<file path="config.mk">
export PLATFORM = sky130hd
export DESIGN_NAME = fifo_wr_arbiter
export DESIGN_NICKNAME = d
export VERILOG_FILES = /design/src/rtl/fifo_wr_arbiter.sv
export SDC_FILE = /design/constraint.sdc
export NUM_CORES = 1
export LEC_CHECK = 0
export BUFFER_PORTS_ARGS = -buffer_cell sky130_fd_sc_hd__clkbuf_2
export CAP_MARGIN = 30
export CORE_MARGIN = 2
export CORE_UTILIZATION = 47
export DETAILED_ROUTE_END_ITERATION = 6
export GPL_ROUTABILITY_DRIVEN = 0
export PLACE_DENSITY = 0.89
export SLEW_MARGIN = 30
export SYNTH_ARGS = -nofsm -noshare
export SYNTH_HDL_FRONTEND = slang
export SYNTH_SLANG_ARGS = --single-unit
</file>
<file path="constraint.sdc">
create_clock -name clk -period 3.1 [get_ports clk]
set_input_delay 0.465 -clock clk [delete_from_list [all_inputs] [get_ports clk]]
set_output_delay 0.465 -clock clk [all_outputs]
set_load 0.05 [all_outputs]
</file>
<file path="src/rtl/fifo_wr_arbiter.sv">
// fifo_wr_arbiter
//   Round-robin arbiter sharing one synchronous FIFO write port among
//   NUM_REQ valid/ready producers. A producer owns the port for a burst of
//   up to MAX_BURST words. It then gives up the port for one idle cycle
//   while the next owner is picked.
//
// Ports
//   clk         system clock, rising edge
//   rst_n       asynchronous active-low reset
//   req_valid   per-requester data valid
//   req_data    requester i word at [i*WIDTH +: WIDTH]
//   req_ready   per-requester accept (at most one bit set)
//   fifo_full   FIFO full flag
//   fifo_wr_en  FIFO write enable
//   fifo_wdata  FIFO write data (zero while idle)
//   grant_id    current owner index
//   busy        high while a grant is active
module fifo_wr_arbiter #(
  parameter int NUM_REQ   = 4,
  parameter int WIDTH     = 8,
  parameter int MAX_BURST = 4
) (
  input  logic                       clk,
  input  logic                       rst_n,
  input  logic [NUM_REQ-1:0]         req_valid,
  input  logic [NUM_REQ*WIDTH-1:0]   req_data,
  output logic [NUM_REQ-1:0]         req_ready,
  input  logic                       fifo_full,
  output logic                       fifo_wr_en,
  output logic [WIDTH-1:0]           fifo_wdata,
  output logic [$clog2(NUM_REQ)-1:0] grant_id,
  output logic                       busy
);

  localparam int IDW = $clog2(NUM_REQ);
  localparam int CW  = $clog2(MAX_BURST + 1);
  localparam logic [IDW-1:0] LAST_ID   = IDW'(NUM_REQ - 1);
  localparam logic [CW-1:0]  LAST_BEAT = CW'(MAX_BURST - 1);

  typedef enum logic {IDLE, GRANT} state_t;

  state_t         state, state_nxt;
  logic [IDW-1:0] owner, owner_nxt;
  logic [IDW-1:0] last_owner, last_owner_nxt;
  logic [CW-1:0]  burst_cnt, burst_cnt_nxt;

  logic [IDW-1:0] scan_idx;
  logic [IDW-1:0] scan_id;
  logic           scan_hit;
  logic           owner_valid;
  logic [WIDTH-1:0] owner_data;
  logic           xfer;

  // Round-robin search starting just after the previous owner, wrapping
  // at NUM_REQ (which need not be a power of two).
  always_comb begin
    scan_hit = 1'b0;
    scan_id  = '0;
    scan_idx = (last_owner == LAST_ID) ? '0 : last_owner + IDW'(1);
    for (int unsigned k = 0; k < NUM_REQ; k++) begin
      if (!scan_hit && req_valid[scan_idx]) begin
        scan_hit = 1'b1;
        scan_id  = scan_idx;
      end
      scan_idx = (scan_idx == LAST_ID) ? '0 : scan_idx + IDW'(1);
    end
  end

  // Owner's valid and data slice.
  always_comb begin
    owner_valid = 1'b0;
    owner_data  = '0;
    for (int unsigned i = 0; i < NUM_REQ; i++) begin
      if (owner == IDW'(i)) begin
        owner_valid = req_valid[i];
        owner_data  = req_data[i*WIDTH +: WIDTH];
      end
    end
  end

  assign xfer = (state == GRANT) && owner_valid && !fifo_full;

  always_ff @(posedge clk or negedge rst_n) begin
    if (!rst_n) begin
      state      <= IDLE;
      owner      <= '0;
      last_owner <= LAST_ID;
      burst_cnt  <= '0;
    end else begin
      state      <= state_nxt;
      owner      <= owner_nxt;
      last_owner <= last_owner_nxt;
      burst_cnt  <= burst_cnt_nxt;
    end
  end

  always_comb begin
    state_nxt      = state;
    owner_nxt      = owner;
    last_owner_nxt = last_owner;
    burst_cnt_nxt  = burst_cnt;
    req_ready      = '0;
    fifo_wr_en     = 1'b0;
    fifo_wdata     = '0;
    busy           = 1'b0;

    unique case (state)
      IDLE: begin
        if (scan_hit) begin
          owner_nxt     = scan_id;
          burst_cnt_nxt = '0;
          state_nxt     = GRANT;
        end
      end

      GRANT: begin
        busy       = 1'b1;
        fifo_wr_en = xfer;
        fifo_wdata = owner_data;
        for (int unsigned i = 0; i < NUM_REQ; i++) begin
          req_ready[i] = (owner == IDW'(i)) && !fifo_full;
        end
        // A dropped valid releases even while the FIFO is full; otherwise
        // a stalled grant is held with its count intact.
        if (!owner_valid) begin
          state_nxt      = IDLE;
          last_owner_nxt = owner;
        end else if (xfer) begin
          if (burst_cnt == LAST_BEAT) begin
            state_nxt      = IDLE;
            last_owner_nxt = owner;
          end else begin
            burst_cnt_nxt = burst_cnt + CW'(1);
          end
        end
      end

      default: state_nxt = IDLE;
    endcase
  end

  assign grant_id = owner;

endmodule
</file>
* After elaboration in Yosys (flattened, before gate mapping) *
Index checks and enable logic that the tools add are counted.

operators by class
  shift operators = 0
  mux-type cells = 45
  div/mod/pow operators = 0
  add/subtract/negate cells = 5
  multipliers = 0
  reduce and logical (&&, ||, !) cells = 17
  equal/unequal tests = 14
  magnitude comparators = 4
  bitwise logic cells = 1

operators with widths
  operator               count
  $mux W8                5
  $mux W2                11
  $mux W1                18
  $eq A2 B2 Y1 const B   6
  $lt A2 B3 Y1 const B   4
  $mux W3                4
  $logic_and A1 B1 Y1    9
  $add A2 B1 Y2 const B  4
  $bmux W1 S2            4
  $ne A2 B1 Y1 const B   4
  $pmux W3 S2            1
  $logic_not A1 Y1       4
  $mux W4                1
  $ne A2 B2 Y1 const B   2
  $reduce_and A4 Y1      1
  $add A3 B1 Y3 const B  1
  $eq A3 B2 Y1 const B   1
  $reduce_and A3 Y1      1
  $eq A2 B1 Y1 const B   1
  $logic_not A2 Y1       1
  $pmux W1 S2            1
  $reduce_and A2 Y1      1
  $not A1 Y1             1

word-level totals
  input port bits = 39
  memories = 0
  ROM bits = 0
  flip-flop bits (word level) = 8
  word-level logic and storage cells = 90
  output and inout bits = 16
  latch bits = 0
  RAM bits = 0

* Logic depth before layout (Yosys ltp) *
  depth after elaboration = 16
  mapped depth = 7
  gate-level depth less buffers = 6

* Least setup slack after synthesis *
No wires, ideal clock.

  path kind = flip-flop to output port
  from = register owner[0], in the netlist grant_id[0]
  to = output req_ready[2]
  cell stages (with the launch flop) = 4
  arrival = 2.652 ns
  required time = 2.635 ns
  path slack = -0.017 ns
  cells stage by stage = dfrtp_1 -> buf_2 -> buf_2 -> nor4b_1

between the ends
  longest elaborated chain between the ends = 3

RTL lines
  element                 RTL line  source
  start, declared         43        logic [IDW-1:0] owner, owner_nxt;
  start signal, assigned  91        owner <= owner_nxt;
  $eq A2 B2 Y1            121       req_ready[i] = (owner == IDW'(i)) && !fifo_full;
  $logic_and A1 B1 Y1     121
  $mux W4                 107       unique case (state)
  end, declared           27        output logic [NUM_REQ-1:0] req_ready,

No other way between the ends.

* Worst setup path after layout *
  from = register owner[0], in the netlist grant_id[0]
  to = output fifo_wdata[3]

between the ends
  longest elaborated chain between the ends = 6

RTL lines
  element                RTL line  source
  $logic_not A2 Y1       74        if (owner == IDW'(i)) begin
  $mux W8 (3 in series)  74
  $mux W8 (*)            74
  $mux W8 (*)            107
  end, declared          30        output logic [WIDTH-1:0] fifo_wdata,

Every way passes the cells marked *; elsewhere a longest branch is shown, timed or not.

==> results.md <==
- Outcome: finished clean
- Hold WC Path Type: input pin to asynchronous set/reset pin
- Critical path type: register to output pin
- Register area share after synthesis: 20.3%
- Row cnt: 16
- Min cycle time layout: 2470 ps
- Clock insertion delay at the later pin of the skew report: 260 ps
- Dominant cells by area after synthesis: mux4_2 20%, dfrtp_1 15%, buf_6 7.9%
- Critical Path RT: 2630 ps
- Post-synthesis net count: 146
- Htree depth: 1
- Num CTS Buffers: 3
- Antenna Nets Post-Route: 0
- Slew Viols, Final: 0
- Mapped Area: 1000 sq um
- Design Power: 0.00134 W
- Final Hold Fails: 0
- Core area: 1980 sq um
- Worst r2r src: last_owner[0]
- Vias in the first global route: 882
- Routed vias: 991
- Detail Placement HPWL: 1940 um
- Maximum root-to-sink buffer count: 2
- Max-cap violations: 0
- Crit path DAT: 2000 ps
- Leak Pwr: 0.594 nW
- DR pass1 iterations: 4
- First-pass GRT wire length: 3830 um
- Initial antenna violation count: 0
- Post-route setup TNS: 0 ps
- Post-synth top cells: 9 x mux4_2, 9 x nand2_1, 8 x and2_1
- Worst Max-Slew Pin Slew: 660 ps
- Yosys top cell area share: 20.3%
- Total wire length: 2410 um
- Clk sinks: 8
- Post-DP Area: 1210 sq um
- Post-route cell area: 1240 sq um
- Maximum vdd drop: 0.629 mV
- Final setup vio count: 0
- Crit path max fanout: 16
- Nets: 195
- Final Cycle Share: 79.6%
- Relative max-transition margin: 56.0%
- # hold bufs at CTS: 0
- Vias/cell: 5.54
- Die area: 2520 sq um
- Post-synthesis average cell area: 9.62 sq um
- Post-CTS resize count: 0
- Register bit total from synthesis: 8
- GRT Overall Usage: 19.9%
- Synth unique cells: 33
- PwrDens: 1080 nW/um^2
- Primary FF master, synth: dfrtp_1
- CTS tree: done
- Initial DRC Count: 12
- Clock Skew: 7.90 ps
- Most area-hungry cell type in the Yosys netlist: mux4_2
- Fill count: 166
- Post-synthesis async set-or-reset flop share: 100%
- Util after Layout: 62.6%
- DRC: 0
- Starting Density: 50.5%
- Yosys warnings: 0
- Mapped Cells: 104
- Grt total ovfl: 0
- WHS: 39.3 ps
- IO buf count: 54
- Startpoint types: register
- WL/cell: 13.5 um
- Die width: 50.2 um
- Die H: 50.2 um
- Clock root cell: clkbuf_4
- Max Clk Rate: 0.405 GHz
- EDFF count, synth: 0
- Io pins: 55
- Setup Buffers After CTS: 0
- Antenna Diode Count: 0
- CP Capture Type: output pin
- Largest net degree at the start of global routing: 17
- Worst Setup SP: grant_id[0]
- Fraction of layout instances using a drive strength above 1: 49.3%
- Unrepaired setup endpoints after global routing: false
- CTS clk-pin slew, worst paths: 60 ps
- Layout area overhead: 24.0%
[state kept, by name (all words and copies together) (netlist names)]
signal	count
burst_cnt	3
grant_id	2
last_owner	2
state	1
[final timing paths]
kind	slack [ps]	cells past startpoint	to
min in group clk	500	2	burst_cnt[2]
hold reg to reg	500	2	burst_cnt[2]
setup / recovery	630	3	fifo_wdata[3]
setup reg to reg	920	5	grant_id[1]
hold / removal	40	1	burst_cnt[2]
max in group asynchronous	2810	1	last_owner[0]
[stage by stage]
| step | std cells | worst slack, ps |
|---|---|---|
| final | 179 | 634 |
| after global routing | 179 | 528 |
| after CTS | 179 | 618 |
| after detailed placement | 175 | 899 |
| after global placement | 175 | 935 |
| after floorplan | 104 | 97.5 |
[logic make-up after synthesis]
logic type / count (synthesis) / synth area share (%)
DFF: 8 / 20.2
AOI/OAI and AO/OA: 19 / 12.4
muxes: 12 / 23.5
adders and majority gates: 3 / 3.75
xor gates and xnor gates: 2 / 1.75
and+or+nand+nor: 45 / 26.9
buffers and inverters: 15 / 11.5
[cells in the final DEF (no fill, tap or decap)]
| master | netlist | routed |
|---|---|---|
| a21oi_1 | 4 | 4 |
| a221oi_1 | 1 | 1 |
| a22o_1 | 2 | 2 |
| a32o_1 | 1 | 1 |
| and2_1 | 8 | 8 |
| and2_4 | 1 | 1 |
| and3_1 | 1 | 1 |
| and3b_2 | 1 | 1 |
| clkbuf_1 | 0 | 1 |
| clkbuf_2 | 0 | 54 |
| clkbuf_4 | 0 | 3 |
| dfrtp_1 | 6 | 6 |
| dfstp_2 | 2 | 2 |
| ha_1 | 3 | 3 |
| inv_1 | 5 | 5 |
| mux2_1 | 2 | 2 |
| mux2i_1 | 1 | 1 |
| mux4_2 | 9 | 9 |
| nand2_1 | 9 | 9 |
| nand2b_1 | 2 | 2 |
| nand3_1 | 5 | 5 |
| nand4_1 | 1 | 1 |
| nand4b_1 | 4 | 4 |
| nor2_1 | 6 | 6 |
| nor2b_4 | 1 | 1 |
| nor4_1 | 2 | 2 |
| nor4b_1 | 2 | 1 |
| nor4b_2 | 0 | 1 |
| o21ai_0 | 7 | 7 |
| o21ai_2 | 3 | 3 |
| o22ai_1 | 1 | 1 |
| or2b_1 | 1 | 1 |
| or4_1 | 1 | 1 |
| xnor2_1 | 2 | 2 |
[where the power goes]
group	internal [W]	switching (W)	total, W
Clock	0.0000495	0.0000390	0.0000885
Sequential	0.000157	0.000116	0.000273
Combinational	0.000379	0.000599	0.000978
[metal layers]
layer / up-vias / GRT usage (%) / wire length [um]
met3: 0 / 6.25 / 226
li1: 487 / - / -
met1: 459 / 22.3 / 997
met4: 0 / 5.56 / 0
met5: - / 0 / 0
met2: 45 / 35.7 / 1190
[area by class of cell]
cell class	count	area, sq um	share of cell area [%]
flip-flops and latches	8	203	16.3
well taps	27	33.8	2.72
multi-input cells	81	689	55.5
clock buffers	4	26.3	2.12
repair buffers	54	270	21.8
inverters	5	18.8	1.51
[worst max-delay path: stages, from the launching register on]
cell      delay [ps]
dfrtp_1          760
mux4_2           590
and2_1           170
clkbuf_2         230
(Power assumes the default switching activity.)
